==> src/rtl/imm_encoder.sv <==
// RV32I instruction packer: register fields plus immediate in, one word out.
// Illegal immediates are counted and flagged, never emitted.
module imm_encoder #(
    parameter int unsigned           ADDR_W    = 32,
    parameter logic [ADDR_W-1:0]     BASE_ADDR = '0,
    parameter int unsigned           ERR_CNT_W = 8
) (
    input  logic                 clk,
    input  logic                 reset,
    input  logic                 clear,
    input  logic                 in_valid,
    output logic                 in_ready,
    input  logic [2:0]           Imm_Ctrl,
    input  logic [6:0]           opcode,
    input  logic [4:0]           rd,
    input  logic [4:0]           rs1,
    input  logic [4:0]           rs2,
    input  logic [2:0]           funct3,
    input  logic [6:0]           funct7,
    input  logic [31:0]          Immediate,
    output logic                 out_valid,
    input  logic                 out_ready,
    output logic [31:0]          out_instr,
    output logic [ADDR_W-1:0]    out_addr,
    output logic                 err_valid,
    output logic [ERR_CNT_W-1:0] err_cnt
);

    localparam logic [2:0] FMT_I = 3'd0;
    localparam logic [2:0] FMT_S = 3'd1;
    localparam logic [2:0] FMT_B = 3'd2;
    localparam logic [2:0] FMT_J = 3'd3;
    localparam logic [2:0] FMT_U = 3'd4;
    localparam logic [2:0] FMT_R = 3'd5;

    logic [31:0] enc;
    logic        legal;
    logic        accept;
    logic        drain;

    assign in_ready = !clear && (!out_valid || out_ready);
    assign accept   = in_valid && in_ready;
    assign drain    = out_valid && out_ready;

    always_comb begin
        enc   = '0;
        legal = 1'b0;
        case (Imm_Ctrl)
            FMT_I: begin
                enc   = {Immediate[11:0], rs1, funct3, rd, opcode};
                legal = (&Immediate[31:11]) || !(|Immediate[31:11]);
            end
            FMT_S: begin
                enc   = {Immediate[11:5], rs2, rs1, funct3,
                         Immediate[4:0], opcode};
                legal = (&Immediate[31:11]) || !(|Immediate[31:11]);
            end
            FMT_B: begin
                enc   = {Immediate[12], Immediate[10:5], rs2, rs1, funct3,
                         Immediate[4:1], Immediate[11], opcode};
                legal = ((&Immediate[31:12]) || !(|Immediate[31:12]))
                        && !Immediate[0];
            end
            FMT_J: begin
                enc   = {Immediate[20], Immediate[10:1], Immediate[11],
                         Immediate[19:12], rd, opcode};
                legal = ((&Immediate[31:20]) || !(|Immediate[31:20]))
                        && !Immediate[0];
            end
            FMT_U: begin
                enc   = {Immediate[31:12], rd, opcode};
                legal = !(|Immediate[11:0]);
            end
            FMT_R: begin
                enc   = {funct7, rs2, rs1, funct3, rd, opcode};
                legal = 1'b1;
            end
            default: begin
                enc   = '0;
                legal = 1'b0;
            end
        endcase
    end

    always_ff @(posedge clk or posedge reset) begin
        if (reset) begin
            out_valid <= 1'b0;
            out_instr <= '0;
            out_addr  <= BASE_ADDR;
            err_valid <= 1'b0;
            err_cnt   <= '0;
        end else if (clear) begin
            out_valid <= 1'b0;
            out_addr  <= BASE_ADDR;
            err_valid <= 1'b0;
            err_cnt   <= '0;
        end else begin
            err_valid <= 1'b0;
            if (drain) begin
                out_valid <= 1'b0;
                out_addr  <= out_addr + ADDR_W'(4);
            end
            // A rejected request leaves the output register alone
            if (accept && legal) begin
                out_valid <= 1'b1;
                out_instr <= enc;
            end
            if (accept && !legal) begin
                err_valid <= 1'b1;
                if (err_cnt != '1)
                    err_cnt <= err_cnt + 1'b1;
            end
        end
    end

endmodule

==> config.mk <==
export PLATFORM = sky130hd
export DESIGN_NAME = imm_encoder
export DESIGN_NICKNAME = d
export VERILOG_FILES = /design/src/rtl/imm_encoder.sv
export SDC_FILE = /design/constraint.sdc
export NUM_CORES = 1
export LEC_CHECK = 0
export BUFFER_PORTS_ARGS = -buffer_cell sky130_fd_sc_hd__buf_2
export CORE_MARGIN = 2
export CORE_UTILIZATION = 46
export CTS_CLUSTER_DIAMETER = 120
export CTS_CLUSTER_SIZE = 14
export DETAILED_ROUTE_END_ITERATION = 12
export HOLD_SLACK_MARGIN = 0.05
export PLACE_DENSITY_LB_ADDON = 0.1
export SLEW_MARGIN = 30
export SYNTH_ARGS = -nofsm -noshare
export SYNTH_HDL_FRONTEND = slang
export SYNTH_SLANG_ARGS = --single-unit
==> constraint.sdc <==
create_clock -name clk -period 2 [get_ports clk]
set_input_delay 0.2 -clock clk [delete_from_list [all_inputs] [get_ports clk]]
set_output_delay 0.2 -clock clk [all_outputs]
set_load 0.01 [all_outputs]
==> out/qor.yml, run 1 <==
status: "complete, but fails checks"
violations: "negative setup slack"
synthDominantCellAreaShare: 0.435
antenna_found_initial: 0
synth_area_leaders: "dfrtp_1 44%, mux2_2 10%, nor2_1 4.1%"
synth_area_mm2: 0.00414
min_path_type: "in2reg"
wl_per_cell_um: 15.6
holdPathEnd: "out_instr[0]"
worstHoldStart: "opcode[0]"
drive_gt1_frac: 0.426
grt_max_degree: 73
clock_sinks: 72
holdPathStages: 2
setup_viol: 1
slowest_stage: "or4_4"
postRouteAntennaNets: 0
fill_cells: 744
numCtsBuffers: 9
clock_latency_ps: 340
cts_buffer_depth: 2
irDropWorstVdd_uv: 387
grt_pass1_vias: 3674
synth-edff-count: 0
drc_errors: 0
finalWirelength_um: 11200
fp-row-count: 34
r2r.worst_path.cells: 5
cts_root_buf: "clkbuf_8"
path_class: "reg2reg"
place_area_mm2: 0.00522
path_common_cell: "or4_4"
worst_pin_slew_ps: 725
drtIter0Drc: 231
r2r_start: "out_addr[6]"
h-tree-depth: 3
ios: 147
layout_common_cells: "144 x buf_2, 70 x dfrtp_1, 44 x nor2_1, 40 x buf_4, 36 x mux2_2"
synthToLayoutAreaGrowth_pct: 33.9
fp.dieH_um: 98.9
dr.pass1.iters: 4
antennaDiodeCount: 0
rsz0062_at_grt: "true"
synth.distinct_cells: 46
ys_warn_count: 0
syn_avg_cell_area_um2: 9.58
path_clk_slew_ps: 80
synthCells: 432
finish.utilization: 0.636
portBuffers: 144
rrSetupSlack_ps: -10
async_reset_ff_frac: 1.00
r2r-end: "out_addr[24]"
overflow: 0
leakage_nw: 2.72
min_period_over_period: 1.01
clock.fmax_mhz: 497
dp_slack_ps: -52.7
finalMaxSlewViolations: 0
grt_first_pass_wirelength_um: 18000
startpoint_type: "flip-flop"
cts_tree: "done"
dieArea_mm2: 0.00978
hold_violations: 0
finalCriticalPeriod_ps: 2010
nNetsFinal: 677
cp.required_ps: 2270
ys_seq_area_frac: 0.435
core_area_mm2: 0.00872
place_congestion: 0.905
whs_ps: 81.9
fp.dieW_um: 98.9
crit_family: "simple AND/OR/NAND/NOR gates"
slew_headroom: 0.515
grt_usage: 0.228
dpl.hpwl_um: 8140
dr_total_vias: 3949
synth_ff_type: "dfrtp_1"
power_density_mw_per_mm2: 706
crit_arrival_ps: 2280
p_total_mw: 3.91
critPathMaxFanout: 8
crit_chain: "nand4_1 > or4_4 > or4_4 > or3_4 > a21oi_2"
cap_viol_max_count: 0
endpoint_kind: "flip-flop"
layout_commonest_cell: "buf_2"
setup_ws_ps: -11.0
fin_skew_ps: 10.8
max_stage_delay_ps: 490
start_util: 0.475
vias_per_cell: 5.52
final_area_mm2: 0.00554
synth_top_area_cell: "dfrtp_1"
ys_seq_elements: 72
path_buf_inv: 0
[logic make-up after synthesis]
kind of cell,Yosys count,synth area share
other,1,0.000906
xor gates and xnor gates,26,0.0550
AOI/OAI and AO/OA,91,0.144
buffers and inverters,38,0.0375
adders and majority gates,2,0.00604
and+or+nand+nor,153,0.191
muxes,49,0.130
DFF,72,0.435
[layout make-up]
cell class | instances | area, um^2 | share of cell area
clock buffers | 9 | 124 | 0.0223
clock inverters | 7 | 120 | 0.0217
inverters | 9 | 37.5 | 0.00677
multi-input cells | 323 | 2240 | 0.404
flip-flops and latches | 72 | 1800 | 0.325
well taps | 108 | 135 | 0.0244
repair buffers | 188 | 1080 | 0.195
[stage by stage]
step	std cells	TNS, ps
after detailed placement	694	-828
after CTS	712	-187
after global routing	716	-200
after floorplan	433	-648
after global placement	694	-49.7
final	716	-11.0
[synth_stat cells, types with 2 or more instances]
cell type,number
dfrtp_1,72
nor2_1,45
mux2_2,37
a21oi_1,32
clkbuf_1,20
nand2_1,20
nor2b_1,20
nand3_1,19
xor2_1,15
o21ai_0,13
mux2i_1,12
nand4_1,12
xnor2_1,11
inv_1,9
nor4_1,9
a221oi_1,8
o2bb2ai_1,7
a22oi_1,6
a31oi_1,6
a211oi_1,5
and3_1,4
and4_1,4
buf_2,4
nor3_1,4
or3_1,4
a21bo_2,3
and2_1,3
buf_1,3
nand2b_1,3
o211ai_1,3
a21o_1,2
buf_4,2
ha_1,2
[layer usage]
layer | vias to the layer above | GRT usage | share of wire | wire [um]
met5 | - | 0 | 0 | 0
met3 | 14 | 0.0369 | 0.070 | 783
li1 | 1896 | - | - | -
met1 | 1900 | 0.314 | 0.44 | 4870
met2 | 139 | 0.364 | 0.48 | 5350
met4 | 0 | 0.0822 | 0.016 | 177
[registers in the layout, summed over array words and instances, names as in the netlist]
signal and count:
err_cnt 8, out_addr 30, err_valid 1, out_valid 1, out_instr 32
[worst max path at each step]
| stage | startpoint | endpoint | slack, ps | cells after the start |
|---|---|---|---|---|
| after floorplan | out_addr[6] | out_addr[26] | -150 | 6 |
| after global placement | Immediate[18] | err_cnt[0] | -30 | 8 |
| after detailed placement | Immediate[14] | err_cnt[0] | -50 | 8 |
| after CTS | out_addr[5] | out_addr[24] | -60 | 5 |
| after global routing | out_addr[6] | out_addr[24] | -70 | 5 |
| final | out_addr[6] | out_addr[24] | -10 | 5 |
[report_power, final]
group | internal [mW] | total, mW | switching (mW)
sequential | 1.62 | 1.71 | 0.0885
combinational | 0.395 | 0.808 | 0.413
clock | 0.830 | 1.40 | 0.565
total | 2.85 | 3.91 | 1.07
[what timing repair did]
item / in CTS / in global routing
pin swaps: 1 / 4
endpoints found under the setup margin: 3 / 11
hold buffers: 1 / 0
hold endpoints to repair: 72 / 0
buffers inserted: 1 / 4
resized for setup: 0 / 7
(Power assumes the default switching activity.)
==> inputs of run 2 (changes only) <==
--- a/config.mk
+++ b/config.mk
@@ -13,6 +13,7 @@
 export DETAILED_ROUTE_END_ITERATION = 12
 export HOLD_SLACK_MARGIN = 0.05
 export PLACE_DENSITY_LB_ADDON = 0.1
+export SKIP_CTS_REPAIR_TIMING = 1
 export SLEW_MARGIN = 30
 export SYNTH_ARGS = -nofsm -noshare
 export SYNTH_HDL_FRONTEND = slang
==> out/qor.yml, run 2 (synthesized netlist as in run 1, its figures left out) <==
multi_input_comb_area_mm2: 0.00222  # -0.89%
dr.pass1.iters: 4  # unchanged
clock_latency_ps: 340  # about the same
hold_violations: 0  # unchanged
final_cells: 715  # -0.14%
drive_gt1_frac: 0.422  # -0.00424
finalMaxSlewViolations: 0  # unchanged
drtIter0Drc: 210  # -9.1%
path_clk_slew_ps: 80  # about the same
nNetsFinal: 676  # -0.15%
leakage_nw: 2.69  # -0.86%
start_util: 0.475  # unchanged
seqCellArea_mm2: 0.00180  # unchanged
crit_arrival_ps: 2320  # +40 ps
layout_commonest_cell: "buf_2"
numCtsBuffers: 9  # unchanged
min_path_type: "in2reg"
fin_skew_ps: 11.0  # +0.220 ps
h-tree-depth: 3  # unchanged
dp_slack_ps: -52.7  # unchanged
fp.dieW_um: 98.9  # unchanged
slew_headroom: 0.503  # -0.0117
postRouteAntennaNets: 0  # unchanged
critPathMaxFanout: 8  # unchanged
worst_pin_slew_ps: 743  # +17.5 ps
grt_usage: 0.227  # about the same
core_area_mm2: 0.00872  # unchanged
drc_errors: 0  # unchanged
whs_ps: 81.5  # -0.384 ps
dr_total_vias: 3936  # -0.33%
cp.required_ps: 2270  # about the same
min_period_over_period: 1.03  # +0.0205
antennaDiodeCount: 0  # unchanged
antenna_found_initial: 0  # unchanged
cts_root_buf: "clkbuf_8"
endpoint_kind: "flip-flop"
holdPathStages: 2  # unchanged
largest-register: "out_instr"
rrSetupSlack_ps: -50  # -40 ps
cap_viol_max_count: 0  # unchanged
cts_tree: "done"
worstHoldStart: "opcode[0]"
finalCriticalPeriod_ps: 2050  # +41.0 ps
cts_buffer_depth: 2  # unchanged
synthToLayoutAreaGrowth_pct: 33.2
setup_tns_ps: -122  # -111 ps
r2r_start: "out_addr[5]"
grt_pass1_vias: 3667  # -0.19%
place_congestion: 0.905  # unchanged
reg_top3: "out_instr: 32 flops, out_addr: 30 flops, err_cnt: 8 flops"
ios: 147  # unchanged
path_class: "reg2reg"
setup_ws_ps: -52.0  # -41.0 ps
clock.fmax_mhz: 487  # -2.0%
overflow: 0  # unchanged
clock_sinks: 72  # unchanged
r2r.worst_path.cells: 5  # unchanged
largest_register_ff_count: 32  # unchanged
dp_cells: 694  # unchanged
p_total_mw: 3.91  # about the same
irDropWorstVdd_uv: 387  # about the same
rsz0062_at_grt: "true"
startpoint_type: "flip-flop"
grt_max_degree: 73  # unchanged
setup_viol: 3  # +2
vias_per_cell: 5.50  # -0.19%
violations: "negative setup slack"
finalWirelength_um: 11100  # -0.34%
wl_per_cell_um: 15.6  # -0.20%
dpl.hpwl_um: 8140  # unchanged
fp.dieH_um: 98.9  # unchanged
layout_common_cells: "144 x buf_2, 70 x dfrtp_1, 44 x nor2_1, 40 x buf_4, 36 x mux2_2"
dieArea_mm2: 0.00978  # unchanged
grt_first_pass_wirelength_um: 18000  # about the same
r2r-end: "out_addr[24]"
fp-row-count: 34  # unchanged
status: "complete, but fails checks"
power_density_mw_per_mm2: 710  # +0.56%
holdPathEnd: "out_instr[0]"
portBuffers: 144  # unchanged
fill_cells: 752  # +1.1%
-- run 2: cell types whose count changed in the layout (fill, tap and decap cells not counted) --
cell	before	now
buf_6	1	0
nand3_1	17	19
a21oi_2	1	2
nor4_4	1	0
a21oi_1	31	30
nor4_2	0	1
or3_4	1	0
nand3_2	2	0
or3_1	3	4
-- run 2: power by group --
group / leakage, nW / internal, mW / total [mW] / switching [mW]
Sequential: 0.954 / 1.62 / 1.71 / 0.0882
Clock: 0.119 / 0.830 / 1.39 / 0.564
Combinational: 1.62 / 0.395 / 0.809 / 0.414
Total: 2.69 / 2.85 / 3.91 / 1.07
-- run 2: per-stage QoR --
stage	instance area, um^2	utilization
5_1_grt	5510	0.632
3_3_place_gp	5220	0.598
3_5_place_dp	5220	0.598
2_1_floorplan	4190	-
4_1_cts	5460	0.626
6_report	5510	0.632
-- run 2: worst max-delay path: stages, from the launching register on --
cell and delay [ps]:
dfrtp_2 360, nand4_1 130, or4_4 520, or4_4 480, or3_1 350, a21oi_2 130
-- run 2: final cells by class --
type,count,area share
flip-flops and latches,72,0.327
clock buffers,9,0.0225
repair buffers,187,0.194
well taps,108,0.0245
multi-input cells,323,0.403
inverters,9,0.00681
clock inverters,7,0.0218
-- run 2: worst max path at each step --
| stage | from | to | depth (start not counted) |
|---|---|---|---|
| finish | out_addr[5] | out_addr[24] | 5 |
| detailed placement | Immediate[14] | err_cnt[0] | 8 |
| global route | out_addr[8] | out_addr[24] | 5 |
| global placement | Immediate[18] | err_cnt[0] | 8 |
| CTS | out_addr[5] | out_addr[26] | 5 |
| floorplan | out_addr[6] | out_addr[26] | 6 |
-- run 2: routing by layer --
layer | vias up | GRT usage | share of wire
li1 | 1892 | - | -
met1 | 1896 | 0.314 | 0.44
met2 | 134 | 0.363 | 0.47
met3 | 14 | 0.0369 | 0.069
met4 | 0 | 0.0822 | 0.016
met5 | - | 0 | 0
